## src/rtl/pwm_multi_ch.sv

```systemverilog
// rtl/pwm_multi_ch.sv - multi-channel PWM generator with shadowed, frame-synchronous duty control
module pwm_multi_ch #(
  parameter  int CH        = 4,
  parameter  int PERIOD    = 20,
  parameter  int DUTY_INIT = 10,
  parameter  int STEP      = 1,
  parameter  int MODE      = 0,
  localparam int CW        = $clog2(PERIOD + 1),
  localparam int CHW       = (CH > 1) ? $clog2(CH) : 1
) (
  input  logic             clk_in,
  input  logic             rst,
  input  logic [CH-1:0]    inc,
  input  logic [CH-1:0]    dec,
  input  logic             load_en,
  input  logic [CHW-1:0]   load_ch,
  input  logic [CW-1:0]    load_val,
  output logic [CH-1:0]    pwm_out,
  output logic [CH*CW-1:0] duty_q,
  output logic             frame_start
);

  localparam logic [CW:0]   PER_X  = (CW+1)'(PERIOD);
  localparam logic [CW:0]   STEP_X = (CW+1)'(STEP);
  localparam logic [CW-1:0] LAST   = CW'(PERIOD - 1);
  localparam logic [CW-1:0] ONE    = CW'(1);
  localparam logic [CW-1:0] INIT   = CW'(DUTY_INIT);

  logic [CW-1:0] cnt_q, cnt_d;
  logic          dir_dn_q, dir_dn_d;
  logic          fs_now, fs_next;
  logic [CH-1:0] inc_s1_q, inc_s2_q, inc_prev_q;
  logic [CH-1:0] dec_s1_q, dec_s2_q, dec_prev_q;
  logic [CH-1:0] inc_pls, dec_pls;
  logic [CH-1:0] pwm_q, pwm_d;
  logic          frame_start_q;
  logic [CW-1:0] duty_sh_q  [CH];
  logic [CW-1:0] duty_sh_d  [CH];
  logic [CW-1:0] duty_act_q [CH];

  function automatic logic [CW-1:0] clamp(input logic [CW:0] v);
    return (v > PER_X) ? PER_X[CW-1:0] : v[CW-1:0];
  endfunction

  // Center-aligned mode dwells one extra cycle at each end while dir flips.
  always_comb begin
    cnt_d    = cnt_q;
    dir_dn_d = dir_dn_q;
    if (MODE == 0) begin
      cnt_d = (cnt_q == LAST) ? '0 : cnt_q + ONE;
    end else if (!dir_dn_q) begin
      if (cnt_q == LAST) dir_dn_d = 1'b1;
      else               cnt_d    = cnt_q + ONE;
    end else begin
      if (cnt_q == '0) dir_dn_d = 1'b0;
      else             cnt_d    = cnt_q - ONE;
    end
  end

  assign fs_now  = (cnt_q == '0) && !dir_dn_q;
  assign fs_next = (cnt_d == '0) && !dir_dn_d;
  assign inc_pls = inc_s2_q & ~inc_prev_q;
  assign dec_pls = dec_s2_q & ~dec_prev_q;

  always_comb begin
    for (int i = 0; i < CH; i++) begin
      duty_sh_d[i] = duty_sh_q[i];
      pwm_d[i]     = (cnt_q < duty_act_q[i]);
      if (load_en && (load_ch == CHW'(i))) begin
        duty_sh_d[i] = clamp({1'b0, load_val});
      end else if (inc_pls[i] && !dec_pls[i]) begin
        duty_sh_d[i] = clamp({1'b0, duty_sh_q[i]} + STEP_X);
      end else if (dec_pls[i] && !inc_pls[i]) begin
        duty_sh_d[i] = ({1'b0, duty_sh_q[i]} < STEP_X) ? '0 : duty_sh_q[i] - STEP_X[CW-1:0];
      end
    end
  end

  always_ff @(posedge clk_in or negedge rst) begin
    if (!rst) begin
      cnt_q         <= '0;
      dir_dn_q      <= 1'b0;
      pwm_q         <= '0;
      frame_start_q <= 1'b0;
      inc_s1_q      <= '0;
      inc_s2_q      <= '0;
      inc_prev_q    <= '0;
      dec_s1_q      <= '0;
      dec_s2_q      <= '0;
      dec_prev_q    <= '0;
      for (int i = 0; i < CH; i++) begin
        duty_sh_q[i]  <= INIT;
        duty_act_q[i] <= INIT;
      end
    end else begin
      cnt_q         <= cnt_d;
      dir_dn_q      <= dir_dn_d;
      pwm_q         <= pwm_d;
      frame_start_q <= fs_now;
      inc_s1_q      <= inc;
      inc_s2_q      <= inc_s1_q;
      inc_prev_q    <= inc_s2_q;
      dec_s1_q      <= dec;
      dec_s2_q      <= dec_s1_q;
      dec_prev_q    <= dec_s2_q;
      for (int i = 0; i < CH; i++) begin
        duty_sh_q[i] <= duty_sh_d[i];
        // Active duty samples the pre-update shadow, so a same-edge write waits a frame.
        if (fs_next) duty_act_q[i] <= duty_sh_q[i];
      end
    end
  end

  for (genvar g = 0; g < CH; g++) begin : g_duty
    assign duty_q[g*CW +: CW] = duty_sh_q[g];
  end

  assign pwm_out     = pwm_q;
  assign frame_start = frame_start_q;

endmodule

```

## config.mk

```make
export PLATFORM = sky130hd
export DESIGN_NAME = pwm_multi_ch
export DESIGN_NICKNAME = d
export VERILOG_FILES = /design/src/rtl/pwm_multi_ch.sv
export SDC_FILE = /design/constraint.sdc
export NUM_CORES = 1
export LEC_CHECK = 0
export CAP_MARGIN = 0
export CELL_PAD_IN_SITES_DETAIL_PLACEMENT = 0
export CELL_PAD_IN_SITES_GLOBAL_PLACEMENT = 1
export CORE_UTILIZATION = 49
export CTS_CLUSTER_SIZE = 30
export DETAILED_ROUTE_END_ITERATION = 12
export PLACE_DENSITY_LB_ADDON = 0.1
export SLEW_MARGIN = 20
export SYNTH_ARGS = -nofsm -noshare
export SYNTH_HDL_FRONTEND = slang
export SYNTH_SLANG_ARGS = --single-unit
```

## constraint.sdc

```tcl
create_clock -name clk_in -period 3.8 [get_ports clk_in]
set_input_delay 0.76 -clock clk_in [delete_from_list [all_inputs] [get_ports clk_in]]
set_output_delay 0.76 -clock clk_in [all_outputs]
set_load 0.005 [all_outputs]
```

==> qor.yml <==
status:
  status: "finished, violations left"
  violations: "design-rule violations"
critical_path:
  rr_startpoint: "cnt_q[1]"
  cp_slowest_cell: "dfrtp_1"
  crit_fanout: 17
  arrival_ps: 1610
  startpoint: "duty_q[17]"
  reg2reg_setup_slack_ps: 1530
  path_delay_family: "flip-flops"
  crit_cells: 1
  path_cells: "clkdlybuf4s50_1"
  r2r-end: "duty_act_q[0]"
  endpoint_kind: "output pin"
  critPathKind: "reg -> out"
  slowest_delay_ps: 670
  crit_end: "duty_q[17]"
  reg2regPathDepth: 6
  worstSetupStartpointType: "flip-flop"
  crit_buf_inv: 1
  required_ps: 3040
sta:
  max_freq_mhz: 421
  finalSetupViolations: 0
  setup_tns_ps: 0
  slew_viol_final: 0
  clock_skew_ps: 9.95
  hold_violations: 0
  period_share_pct: 62.5
  slew_headroom_pct: 38.2
  rsz0062_at_grt: "no"
  worst_pin_slew_ps: 928
  layout_min_cycle_time_ps: 2370
yosys:
  synth.avg_cell_area_um2: 10.1
  yosysSeqAreaShare_pct: 41.5
  synth_flop_cell: "dfrtp_1"
  synth.distinct_cells: 74
  ys_top_cells_by_area: "dfrtp_1 (32%), dfstp_2 (9.3%), ha_1 (8.6%)"
  yosysTopAreaCell: "dfrtp_1"
  syn_nets: 497
  synth_cells: 448
  async_flop_share_pct: 100
  yosysWarnings: 0
  synthesis.area_mm2: 0.00451
  synth-seq-cells: 74
  synth_edf_count: 0
  synth_most_common_cell: "dfrtp_1"
  synthTopCellsByCount: "dfrtp_1 (58), inv_1 (32), ha_1 (31), nand2_1 (31), nor2_1 (25)"
  yosysTopAreaCellShare_pct: 32.2
drt:
  viasPerCell: 5.69
  wl_per_cell_um: 16.4
  wl_um: 9730
  vias: 3381
  route.detailed.drc: 1
  drtAntennaViolNets: 0
  drtIter0Drc: 140
  first_pass_iters: 8
clocking:
  path_clk_slew_ps: 80
  htreeDepth: 3
  insertion_delay_ps: 350
  cts_tree: "done"
  hold_buffers: 0
  clockRootBuffer: "clkbuf_8"
  clockBufferDepth: 2
  numClockSinks: 74
  ctsResizeCount: 0
  cts_buffers: 9
  postCtsSetupBuffers: 0
finish:
  utilization_pct: 58.8
  syn2layout_area_growth_pct: 14.8
  n_antenna_cell: 0
  nNetsFinal: 530
  drive_gt1_share_pct: 12.3
  nFillCells: 745
  multi_input_area_mm2: 0.00238
  seq_area_mm2: 0.00187
global_route:
  antenna_found_initial: 0
  track_usage_pct: 21.8
  grt-ovfl-total: 0
  grt_pass1_vias: 3255
  grt_start_max_net_pins: 75
  grt_pass1_wl_um: 16500
die:
  dieArea_mm2: 0.00959
  initial_core_util_pct: 51.2
  io_pins: 43
  fp-row-count: 34
  core_area_mm2: 0.00881
  fp.dieH_um: 97.9
  die_w_um: 97.9
placed_design:
  dp_hpwl_um: 6840
  portBuffers: 42
  gp_congestion: 0.865
power:
  p_seq_share_pct: 40.1
  p_leak_uw: 0.00241
  p_sw_uw: 1200
  p_comb_share_pct: 37.5
  pwr_density_cell_mw_per_mm2: 663
  peakVddDrop_mv: 0.341
  pwr-share-clk_pct: 22.4
  p_sw_share_pct: 35.0
  p_total_uw: 3430
  cell_internal_pwr_uw: 2230
flow_run:
  max-cap-violations: 0
worst_hold_path:
  hp-start: "inc_s1_q[3]"
  hp-class: "reg -> reg"
## layout make-up
type	instances	share of cell area (%)
clock buffer	11	2.92
clock inverter	5	1.93
inverter	32	2.32
multi-input combinational	322	46.0
sequential	74	36.2
tap	108	2.61
timing repair buffer	42	8.07
## worst min-delay path by stage
stage	to	cells after the start	slack (ps)
2_1_floorplan	dec_s2_q[0]	0	330
3_3_place_gp	inc_s2_q[3]	0	330
3_5_place_dp	inc_s2_q[3]	0	340
4_1_cts	inc_s2_q[3]	0	350
5_1_grt	inc_s2_q[0]	0	360
6_report	inc_s2_q[3]	0	350
## cell usage in the layout (no fill, tap or decap), drive strengths merged, types with 2 or more instances in the layout
cell           instances
a21boi                 4
a21o                  15
a21oi                 20
a221oi                 3
a22o                   4
a22oi                  2
a31oi                 13
a41oi                  2
and2                   6
and3                   7
bufinv                 3
clkbuf                11
clkdlybuf4s50         41
clkinv                 2
dfrtp                 58
dfstp                 16
ha                    31
inv                   32
mux2                  16
mux2i                 11
nand2                 32
nand2b                12
nand3                 15
nor2                  25
nor2b                  7
nor3                   9
nor3b                  6
o211ai                 2
o21ai                 24
o21bai                 3
o22ai                  4
o311a                  2
o31a                   2
o31ai                  7
or2                    3
xnor2                 11
## routing by layer
| layer | vias up | part of all wire [%] | global-route usage [%] | wire length, um |
|---|---|---|---|---|
| met3 | 8 | 2.8 | 4.22 | 269 |
| li1 | 1669 | - | - | - |
| met1 | 1651 | 50 | 31.6 | 4830 |
| met5 | - | 0 | 0 | 0 |
| met4 | 0 | 1.0 | 7.11 | 97 |
| met2 | 53 | 47 | 32.9 | 4540 |
## state kept, by name (all words and copies together) (netlist names)
register / flops
cnt_q: 5
dec_prev_q: 4
dec_s1_q: 4
dec_s2_q: 4
duty_act_q: 20
duty_q: 20
frame_start: 1
inc_prev_q: 4
inc_s1_q: 4
inc_s2_q: 4
pwm_out: 4
## power by group through the flow
stage          sequential, uW  combinational [uW]  clock (uW)
2_1_floorplan            1200                1010           0
4_1_cts                  1380                1300         787
3_3_place_gp             1390                1260           0
3_5_place_dp             1400                1290           0
6_report                 1380                1290         770
5_1_grt                  1430                1450         818
## worst register-to-register path: cells and delay by family (launching register included)
family | cells | cell delay [ps]
flip-flops | 1 | 480
multiplexers | 1 | 350
AND/OR/NAND/NOR | 2 | 140
adder cells (fa/ha/maj) | 1 | 310
AO/OA/AOI/OAI | 2 | 870
## per-stage QoR
step	std cells	area [um2]	worst slack [ps]	hold WS (ps)
detailed placement	578	4930	1490	336
floorplan	448	4510	2080	331
global placement	578	4930	1530	333
finish	594	5180	1430	354
global route	594	5180	1320	361
CTS	594	5180	1410	355
## cell families (layout without fill, tap and decap cells)
logic type,count (synthesis),in the layout,synth area share (%)
adders and majority gates,31,31,8.60
DFF,74,74,41.5
xor gates and xnor gates,11,11,2.14
and+or+nand+nor,131,131,15.6
muxes,27,27,7.60
buffers and inverters,52,90,5.69
AOI/OAI and AO/OA,122,122,18.8
Note: power is estimated with default switching activity, not from simulation.
